===== src/rtl/fetch_controller.sv =====
// Multi-cycle PC sequencer: FETCH -> WAIT_MEM -> DECODE -> EXEC, stopping on HALT_OPCODE.
// Define SINGLE_STEP_EN to add the step port and a STEP_WAIT pause after each instruction.
module fetch_controller #(
   parameter int                 PC_W        = 32,
   parameter int                 INSTR_W     = 9,
   parameter int                 PC_STEP     = 4,
   parameter logic [PC_W-1:0]    RESET_PC    = '0,
   parameter logic [INSTR_W-1:0] HALT_OPCODE = '1
) (
   input  logic               clk,
   input  logic               reset,
   input  logic               start,
   output logic               imem_req,
   output logic [PC_W-1:0]    imem_addr,
   input  logic               imem_valid,
   input  logic [INSTR_W-1:0] imem_instr,
   output logic [INSTR_W-1:0] instr_out,
   output logic               instr_valid,
   input  logic               exec_done,
   input  logic               branch,
   input  logic               zero,
   input  logic [PC_W-1:0]    branch_target,
   output logic [PC_W-1:0]    pc,
   output logic               busy,
   output logic               done
`ifdef SINGLE_STEP_EN
   ,
   input  logic               step
`endif
);

   typedef enum logic [2:0] {
      IDLE,
      FETCH,
      WAIT_MEM,
      DECODE,
      EXEC,
      HALT
`ifdef SINGLE_STEP_EN
      ,
      STEP_WAIT
`endif
   } state_t;

   state_t             state_q, state_d;
   logic [PC_W-1:0]    pc_q, pc_d;
   logic [INSTR_W-1:0] instr_q, instr_d;

   always_ff @(posedge clk) begin
      if (reset) begin
         state_q <= IDLE;
         pc_q    <= RESET_PC;
         instr_q <= '0;
      end else begin
         state_q <= state_d;
         pc_q    <= pc_d;
         instr_q <= instr_d;
      end
   end

   always_comb begin
      state_d = state_q;
      pc_d    = pc_q;
      instr_d = instr_q;
      case (state_q)
         IDLE, HALT: begin
            if (start) begin
               pc_d    = RESET_PC;
               state_d = FETCH;
            end
         end
         FETCH: state_d = WAIT_MEM;
         WAIT_MEM: begin
            // A HALT word is still latched so the decoder sees what stopped the core.
            if (imem_valid) begin
               instr_d = imem_instr;
               state_d = (imem_instr == HALT_OPCODE) ? HALT : DECODE;
            end
         end
         DECODE: state_d = EXEC;
         EXEC: begin
            if (exec_done) begin
               pc_d = (branch && zero) ? branch_target : pc_q + PC_W'(PC_STEP);
`ifdef SINGLE_STEP_EN
               state_d = STEP_WAIT;
`else
               state_d = FETCH;
`endif
            end
         end
`ifdef SINGLE_STEP_EN
         STEP_WAIT: begin
            if (step) state_d = FETCH;
         end
`endif
         default: state_d = IDLE;
      endcase
   end

   assign imem_req    = (state_q == FETCH);
   assign imem_addr   = pc_q;
   assign pc          = pc_q;
   assign instr_out   = instr_q;
   assign instr_valid = (state_q == DECODE);
   assign busy        = (state_q != IDLE) && (state_q != HALT);
   assign done        = (state_q == HALT);

endmodule


===== config.mk =====
export PLATFORM = sky130hd
export DESIGN_NAME = fetch_controller
export DESIGN_NICKNAME = d
export VERILOG_FILES = /design/src/rtl/fetch_controller.sv
export SDC_FILE = /design/constraint.sdc
export NUM_CORES = 1
export LEC_CHECK = 0
export CORE_ASPECT_RATIO = 1.2
export CORE_MARGIN = 2
export CORE_UTILIZATION = 45
export CTS_CLUSTER_SIZE = 8
export DETAILED_ROUTE_END_ITERATION = 8
export HOLD_SLACK_MARGIN = 0.05
export PLACE_DENSITY = 0.83
export SLEW_MARGIN = 20
export SYNTH_ARGS = -nofsm -noshare
export SYNTH_HDL_FRONTEND = slang
export SYNTH_SLANG_ARGS = --single-unit

===== constraint.sdc =====
create_clock -name clk -period 4.3 [get_ports clk]
set_input_delay 0.86 -clock clk [delete_from_list [all_inputs] [get_ports clk]]
set_output_delay 0.86 -clock clk [all_outputs]
set_load 0.02 [all_outputs]

# After elaboration in Yosys (flattened, before gate mapping)
# Index checks and enable logic that the tools add are counted.
# Widths: inputs -> output; s select.
[totals]
reg_bits = 44
input_bits = 48
out_inout_bits = 77
elab_cells = 32
[op_classes]
n_addsub = 1
n_eq_ne = 10
muxes = 9
n_reduce_logical = 9
[ops]
columns = ["operator", "count"]
rows = [
  ["$mux 32", 3],
  ["$pmux 32 s2", 1],
  ["$add 32x3->32 const B", 1],
  ["$pmux 3 s5", 1],
  ["$mux 3", 4],
  ["$eq 9x9->1 const B", 1],
  ["$eq 3x2->1 const B", 2],
  ["$eq 3x3->1 const B", 2],
  ["$ne 2x2->1 const B", 3],
  ["$reduce_and 3->1", 2],
  ["$eq 3x1->1 const B", 1],
  ["$logic_not 3->1", 1],
  ["$ne 3x3->1 const B", 1],
  ["$reduce_bool 3->1", 1],
  ["$logic_and 1x1->1", 2],
  ["$reduce_and 2->1", 1],
  ["$reduce_bool 2->1", 1],
  ["$reduce_or 2->1", 1],
]

# Longest topological paths before layout
# Gate-level depths: netlist of run 1.
[logic_depth]
word_depth = 4
ltp_mapped = 8
mapped_depth_nobuf = 6

# Least setup slack after synthesis of run 1
# OpenSTA, ideal clock, no wires.
[synth_path]
path_type = "input-to-reg"
start = "input exec_done"
end = "register pc_q[15] (netlist: imem_addr[15])"
setup_ns = 0.074
arrival_time_ns = 2.186
required_ns = 4.226
slack_ns = 2.039
stages = 4
n_path_buf = 0
cell_sequence = "nor4bb_1 nand2_1 or3_1 a31oi_1"
[synth_between]
elab_chain_len = 2
[synth_rtl]
columns = ["element", "line", "source"]
rows = [
  ["start, declared", "19", "input logic exec_done,"],
  ["$ne 2x2->1 (no line)", "--", ""],
  ["$reduce_and 3->1 (no line)", "--", ""],
  ["end signal, assigned", "56", "pc_q <= pc_d;"],
  ["end, declared", "46", "logic [PC_W-1:0] pc_q, pc_d;"],
]
# Every way passes these cells.
# A chain may end at the register's enable or synchronous reset.

# Final worst setup path of run 1
[layout_path]
start = "register state_q[2]"
end = "output busy"
[layout_between]
elab_chain_len = 2
elab_cells_between_ends = 3
classes_between = "eq/ne (1); reduce/logical (2)"
[layout_rtl]
columns = ["element", "line", "source"]
rows = [
  ["start, declared", "45", "state_t state_q, state_d;"],
  ["start signal, assigned", "55", "state_q <= state_d;"],
  ["$ne 3x3->1 / $reduce_bool 3->1 (equally long branches)", "105", "assign busy = (state_q != IDLE) && (state_q != HALT);"],
  ["$logic_and 1x1->1 *", "105", ""],
  ["end, declared", "24", "output logic busy,"],
]
# Every way passes the cells marked *; elsewhere a longest branch is shown, timed or not.

==> results.md, run 1 <==
* Synth Register Bits at 44
* Die W at 75.3 um
* R2R Path End: imem_addr[27]
* Critical path fanouts, max at 10
* Maximum buffer depth of the clock tree at 2
* Via/cell ratio at 5.87
* WP buf/inv at 2
* Status: finished, final reports clean
* First-pass GRT wire length at 13000 um
* DRC Markers at 0
* CP max stage delay at 0.54 ns
* GRT Total Usage at 24.4%
* Power Density at 239 nW/um^2
* Routed Antenna Nets at 0
* Hold path endpoint: instr_out[2]
* Post-DP Area at 3790 sq um
* Cts bufs inserted at 5
* Pleak at 1.28 nW
* Largest net degree at the start of global routing at 29
* CTS tree: done
* Row count at 31
* R2R cell count at 5
* DR pass1 iterations at 5
* Cells after Synth at 360
* Crit Path Category: reg2out
* Root Buffer Master: clkbuf_8
* Initial antenna violation count at 0
* Synthesized cell area at 2750 sq um
* Slew HR at 45.8%
* Clk_skew at 0.0133 ns
* Ys flop type: dfxtp_1
* Share of cells above drive strength 1 at 3.83%
* Initial Utilization at 46.0%
* 1st-iter DRT viols at 301
* Placer Congestion at 0.883
* Hpwl dp at 5980 um
* Fin nets at 492
* Avg Inst Size Synth at 7.63 sq um
* RSZ-0062 raised after global routing: no
* Hold WC Path Type: reg2reg
* DR vias at 3089
* Crit path max-delay family: buffers and inverters
* Worst path cell trace: inv_1 > nor2_1 > or3_1 > clkdlybuf4s50_1
* # IOs at 125
* Gates resized, CTS repair at 0
* CP startpoint: state_q[2]
* Max rail drop VDD at 202 uV
* Final setup violation count at 0
* Crit start category: flop
* CP Data Required Time at 3.44 ns
* Core ar. at 5970 sq um
* Endpoints failing hold at 0
* Ant. Diodes at 0
* Seq/Total Area, Yosys at 32.1%
* Synthesis warning total at 0
* Worst Path Arrival at 1.83 ns
* Clk pin slew, worst setup/hold paths at 0.09 ns
* H-tree level count at 2
* Post-DR wirelength/cell at 15.7 um
* Max Cap Viol at 0
* Filler cells at 543
* Num Clock Sinks at 44
* Vias in the first global route at 2875
* Fmax at 372 MHz
* EDFF count, synth at 0
* Slowest stage cell, crit path: clkdlybuf4s50_1
* Setup TNS at 0 ns
* Port bufs at 124
* Area of the die at 6750 sq um
* Cts hold-fix bufs at 0
* Final Core Density at 65.6%
* Fin area at 3920 sq um
* Post-CTS Setup Inserts at 0
* R2r setup slk at 1.92 ns
* Tot Pwr at 0.938 mW
* Clk Latency, worst-skew pair at 0.30 ns
* Syn_nets at 409
* Measured slew at the worst slew-check pin at 0.813 ns
* Crit end category: output pin
* Min-Delay Startpoint: instr_out[2]
* Ys async rst share at 0%
* Die height at 89.6 um
* Hold Crit Depth at 2
* Area Overhead vs Synth at 42.6%
* Synth unique cells at 55
* Final Critical Period at 2.69 ns
* Crit share post-route at 62.6%
* Reg-to-Reg Start: imem_addr[2]
* Pins over their slew limit at 0
* Final wirelength at 8270 um
* Total gr overflow at 0
[cells in the final DEF, fill, tap and decap left out, types with 7 or more instances in the layout]
master           Yosys  layout
inv_1                7       7
nor2_1              19      18
dfxtp_1             44      44
and3_1               8       8
a21oi_1             28      28
o21ai_0             19      19
nor3_1               8       8
xnor2_1              7       7
nand3_1             12      12
o22ai_1             10      10
clkdlybuf4s50_1      0     124
nand4_1             10      10
nand2_1             54      54
a22oi_1             13      13
[logic make-up (layout without fill, tap and decap cells)]
logic type      after synthesis  count (layout)  share of synthesized area (%)
compound gates              104             104                           24.5
xor+xnor                     13              13                           4.15
fa+ha+maj                     1               1                          0.456
buf+inv                      58             142                           12.6
flops                        44              44                           32.1
mux                           2               2                          0.729
simple gates                138             138                           25.5
[area by class of cell]
type                            instances  area (sq um)  area share (%)
Multi-Input combinational cell        258          1520            38.8
Timing Repair Buffer                  127          1260            32.3
Tap cell                               82           103            2.62
Clock inverter                          2          38.8           0.990
Sequential cell                        44           881            22.5
Clock buffer                            6          82.6            2.11
Inverter                                7          26.3           0.671
[per-layer routing]
layer	share of wire, %	GRT usage, %	vias to the layer above
met5	0	0	-
li1	-	-	1454
met3	9.5	5.25	16
met4	1.6	10.5	0
met1	40	29.8	1442
met2	49	41.0	177
[metrics by stage]
stage	worst slack, ns	hold slack [ns]	std cells
2_1_floorplan	2.04	0.535	360
3_3_place_gp	1.10	0.441	518
3_5_place_dp	1.02	0.451	518
4_1_cts	1.34	0.461	526
5_1_grt	1.45	0.494	526
6_report	1.61	0.458	526
[where the power goes]
part / leakage [nW] / switching (mW) / internal, mW / total (mW)
Sequential: 0.355 / 0.0155 / 0.416 / 0.431
Clock: 0.0614 / 0.150 / 0.190 / 0.340
Combinational: 0.859 / 0.0854 / 0.0813 / 0.167
[synthesized netlist by cell type, types with 2 or more instances]
cell type / number / area share, %
a32o_1: 3 / 1.1
nand3_1: 12 / 2.2
a21oi_1: 28 / 5.1
buf_4: 32 / 8.7
nor4_1: 5 / 1.1
nand4_1: 10 / 2.3
nor3_1: 8 / 1.5
o21ai_0: 19 / 3.5
dfxtp_1: 44 / 32
o211ai_1: 3 / 0.82
o31ai_1: 2 / 0.55
clkbuf_1: 16 / 2.2
xor2_1: 6 / 1.9
and4_1: 3 / 0.96
a211oi_1: 3 / 0.82
a22oi_1: 13 / 3.6
a21o_1: 2 / 0.55
nor4_2: 2 / 0.91
and3_1: 8 / 1.8
xnor2_1: 7 / 2.2
mux2i_1: 2 / 0.73
nand2_1: 54 / 7.4
o2bb2ai_1: 2 / 0.64
nor2_1: 19 / 2.6
o32ai_1: 3 / 0.96
o22ai_1: 10 / 2.3
and2_1: 3 / 0.68
inv_1: 7 / 0.96
or3_1: 3 / 0.68
nor2b_1: 2 / 0.46
a31oi_1: 5 / 1.1
[sequential cells by signal (all words and copies together) (netlist names)]
signal     flops
instr_out      9
imem_addr     32
state_q        3
[how the worst max path moves through the flow]
stage          slack, ns  cells after the start       endpoint
2_1_floorplan       2.04                      4  imem_addr[15]
3_3_place_gp        1.10                      6  imem_addr[22]
3_5_place_dp        1.02                      6  imem_addr[22]
4_1_cts             1.34                      5  imem_addr[16]
5_1_grt             1.45                      3           done
6_report            1.61                      4           busy
[worst min-delay path, stage by stage (launching register included)]
cell and delay (ns):
dfxtp_1 0.32, nand2_1 0.05, a21oi_1 0.05
No activity file was read; power rests on OpenSTA's default activity.
==> inputs of run 2 (changes only) <==
- CORE_UTILIZATION: 45 -> 42
- PLACE_DENSITY: 0.83 -> 0.78
- clock period: 4.3 -> 2.6 ns (I/O delays scaled with it)
==> run 2 against run 1 <==
Combinational power increased by 71%. Final area increased by 1.9%. Sequential share of layout area decreased by 0.42 points. Total power increased by 55%. Critical path type unchanged.
==> results.md, run 2 (synthesized netlist as in run 1, its figures left out) <==
* Root Buffer Master: clkbuf_8 (unchanged)
* Share of cells above drive strength 1 at 6.11% (was 3.83%)
* Final Critical Period at 2.34 ns
* Cts hold-fix bufs at 0 (unchanged)
* Placer Congestion at 0.889 (was 0.883)
* R2r setup slk at 0.30 ns (was 1.92 ns)
* Status: finished, final reports clean (unchanged)
* R2R Path End: imem_addr[27] (unchanged)
* Max reg flops at 32 (unchanged)
* Maximum buffer depth of the clock tree at 2 (unchanged)
* Post-DR wirelength/cell at 15.5 um (was 15.7 um)
* Worst Path Arrival at 1.82 ns (was 1.83 ns)
* Num Clock Sinks at 44 (unchanged)
* Filler cells at 557 (was 543)
* Crit end category: output pin (unchanged)
* CTS tree: done (unchanged)
* Hpwl dp at 6200 um (was 5980 um)
* Initial Utilization at 43.1% (was 46.0%)
* Hold WC Path Type: reg2reg (unchanged)
* Fin nets at 506 (was 492)
* Initial antenna violation count at 0 (unchanged)
* CP startpoint: state_q[0] (was state_q[2])
* Pleak at 1.33 nW (was 1.28 nW)
* Die W at 77.8 um (was 75.3 um)
* Cts bufs inserted at 5 (unchanged)
* RSZ-0062 raised after global routing: no (unchanged)
* DR pass1 iterations at 5 (unchanged)
* Area of the die at 7200 sq um (was 6750 sq um)
* Setup TNS at 0 ns (unchanged)
* Clk pin slew, worst setup/hold paths at 0.08 ns (was 0.09 ns)
* Total gr overflow at 0 (unchanged)
* Vias in the first global route at 2914 (was 2875)
* Post-DP Area at 3900 sq um (was 3790 sq um)
* GRT Total Usage at 23.3% (was 24.4%)
* Max rail drop VDD at 223 uV (was 202 uV)
* Final wirelength at 8400 um (was 8270 um)
* Max Cap Viol at 0 (unchanged)
* Largest net degree at the start of global routing at 25 (was 29)
* Measured slew at the worst slew-check pin at 0.521 ns (was 0.813 ns)
* Clk Latency, worst-skew pair at 0.30 ns (about the same)
* Reg-to-Reg Start: imem_addr[5] (was imem_addr[2])
* CP max stage delay at 0.54 ns (about the same)
* DRC Markers at 0 (unchanged)
* Ant. Diodes at 0 (unchanged)
* Pins over their slew limit at 0 (unchanged)
* Fin area at 3990 sq um (was 3920 sq um)
* Crit start category: flop (unchanged)
* Tot Pwr at 1.45 mW (was 0.938 mW)
* Sequential Area at 881 sq um (unchanged)
* Crit share post-route at 90.1%
* Post-CTS Setup Inserts at 0 (unchanged)
* R2R cell count at 5 (unchanged)
* Multi-input gate area at 1520 sq um (about the same)
* Via/cell ratio at 5.69 (was 5.87)
* H-tree level count at 2 (unchanged)
* Power Density at 363 nW/um^2 (was 239 nW/um^2)
* Area Overhead vs Synth at 45.3% (was 42.6%)
* Worst path cell trace: nor2b_1 > or3_1 > clkdlybuf4s50_1 (was inv_1 > nor2_1 > or3_1 > clkdlybuf4s50_1)
* Fmax at 427 MHz
* Critical path fanouts, max at 13 (was 10)
* Final setup violation count at 0 (unchanged)
* Endpoints failing hold at 0 (unchanged)
* Crit Path Category: reg2out (unchanged)
* Gates resized, CTS repair at 0 (unchanged)
* DR vias at 3087 (was 3089)
* 1st-iter DRT viols at 341 (was 301)
* Routed Antenna Nets at 0 (unchanged)
* Setup crit end: busy (unchanged)
* Die height at 92.6 um (was 89.6 um)
* CP Data Required Time at 2.08 ns (was 3.44 ns)
* First-pass GRT wire length at 13700 um (was 13000 um)
* Most common cell after layout, fill and taps aside: clkdlybuf4s50_1 (unchanged)
* Slew HR at 65.0% (was 45.8%)
* Clk_skew at 0.00444 ns (was 0.0133 ns)
* Most frequent cells in the layout: clkdlybuf4s50_1 (124), nand2_1 (54), dfxtp_1 (44) (unchanged)
* # IOs at 125 (unchanged)
* Port bufs at 124 (unchanged)
* Slowest stage cell, crit path: clkdlybuf4s50_1 (unchanged)
* Core ar. at 6370 sq um (was 5970 sq um)
* Row count at 32 (was 31)
run 2: routing by layer:
metal	share of wire, %	up-vias	track usage, %	wire length (um)
li1	-	1487	-	-
met1	41	1437	27.8	3420
met2	50	143	40.2	4180
met3	7.9	20	5.56	661
met4	1.7	0	8.63	142
met5	0	-	0	0
run 2: worst min path at each step:
stage	startpoint	end	slack (ns)	depth (start not counted)
3_3_place_gp	instr_out[4]	instr_out[4]	0.44	2
3_5_place_dp	instr_out[4]	instr_out[4]	0.45	2
5_1_grt	instr_out[4]	instr_out[4]	0.48	2
6_report	instr_out[4]	instr_out[4]	0.46	2
4_1_cts	instr_out[4]	instr_out[4]	0.46	2
2_1_floorplan	instr_out[0]	instr_out[0]	0.53	2
run 2: layout make-up:
type / count / share of cell area (%)
Inverter: 7 / 0.658
Multi-Input combinational cell: 258 / 38.1
Timing Repair Buffer: 141 / 34.3
Clock buffer: 8 / 2.26
Tap cell: 85 / 2.66
Sequential cell: 44 / 22.1
run 2: report_power, final:
| part | switching (mW) | internal [mW] |
|---|---|---|
| sequential | 0.0240 | 0.687 |
| combinational | 0.144 | 0.142 |
| clock | 0.236 | 0.217 |
run 2: stage by stage:
stage                     setup WS, ns  util (%)  hold WS, ns  cells
after floorplan                  0.399         -        0.535    360
after global placement           0.262      61.3        0.442    535
after detailed placement         0.193      61.3        0.449    535
after CTS                        0.234      62.7        0.462    543
after global routing             0.111      62.7        0.480    543
final                            0.257      62.7        0.461    543
run 2: worst max-delay path, delay by kind of cell (launching register included):
kind | cells | cell delay [ns]
AND/OR/NAND/NOR | 2 | 0.55
flip-flops | 1 | 0.44
buffers and inverters | 1 | 0.54
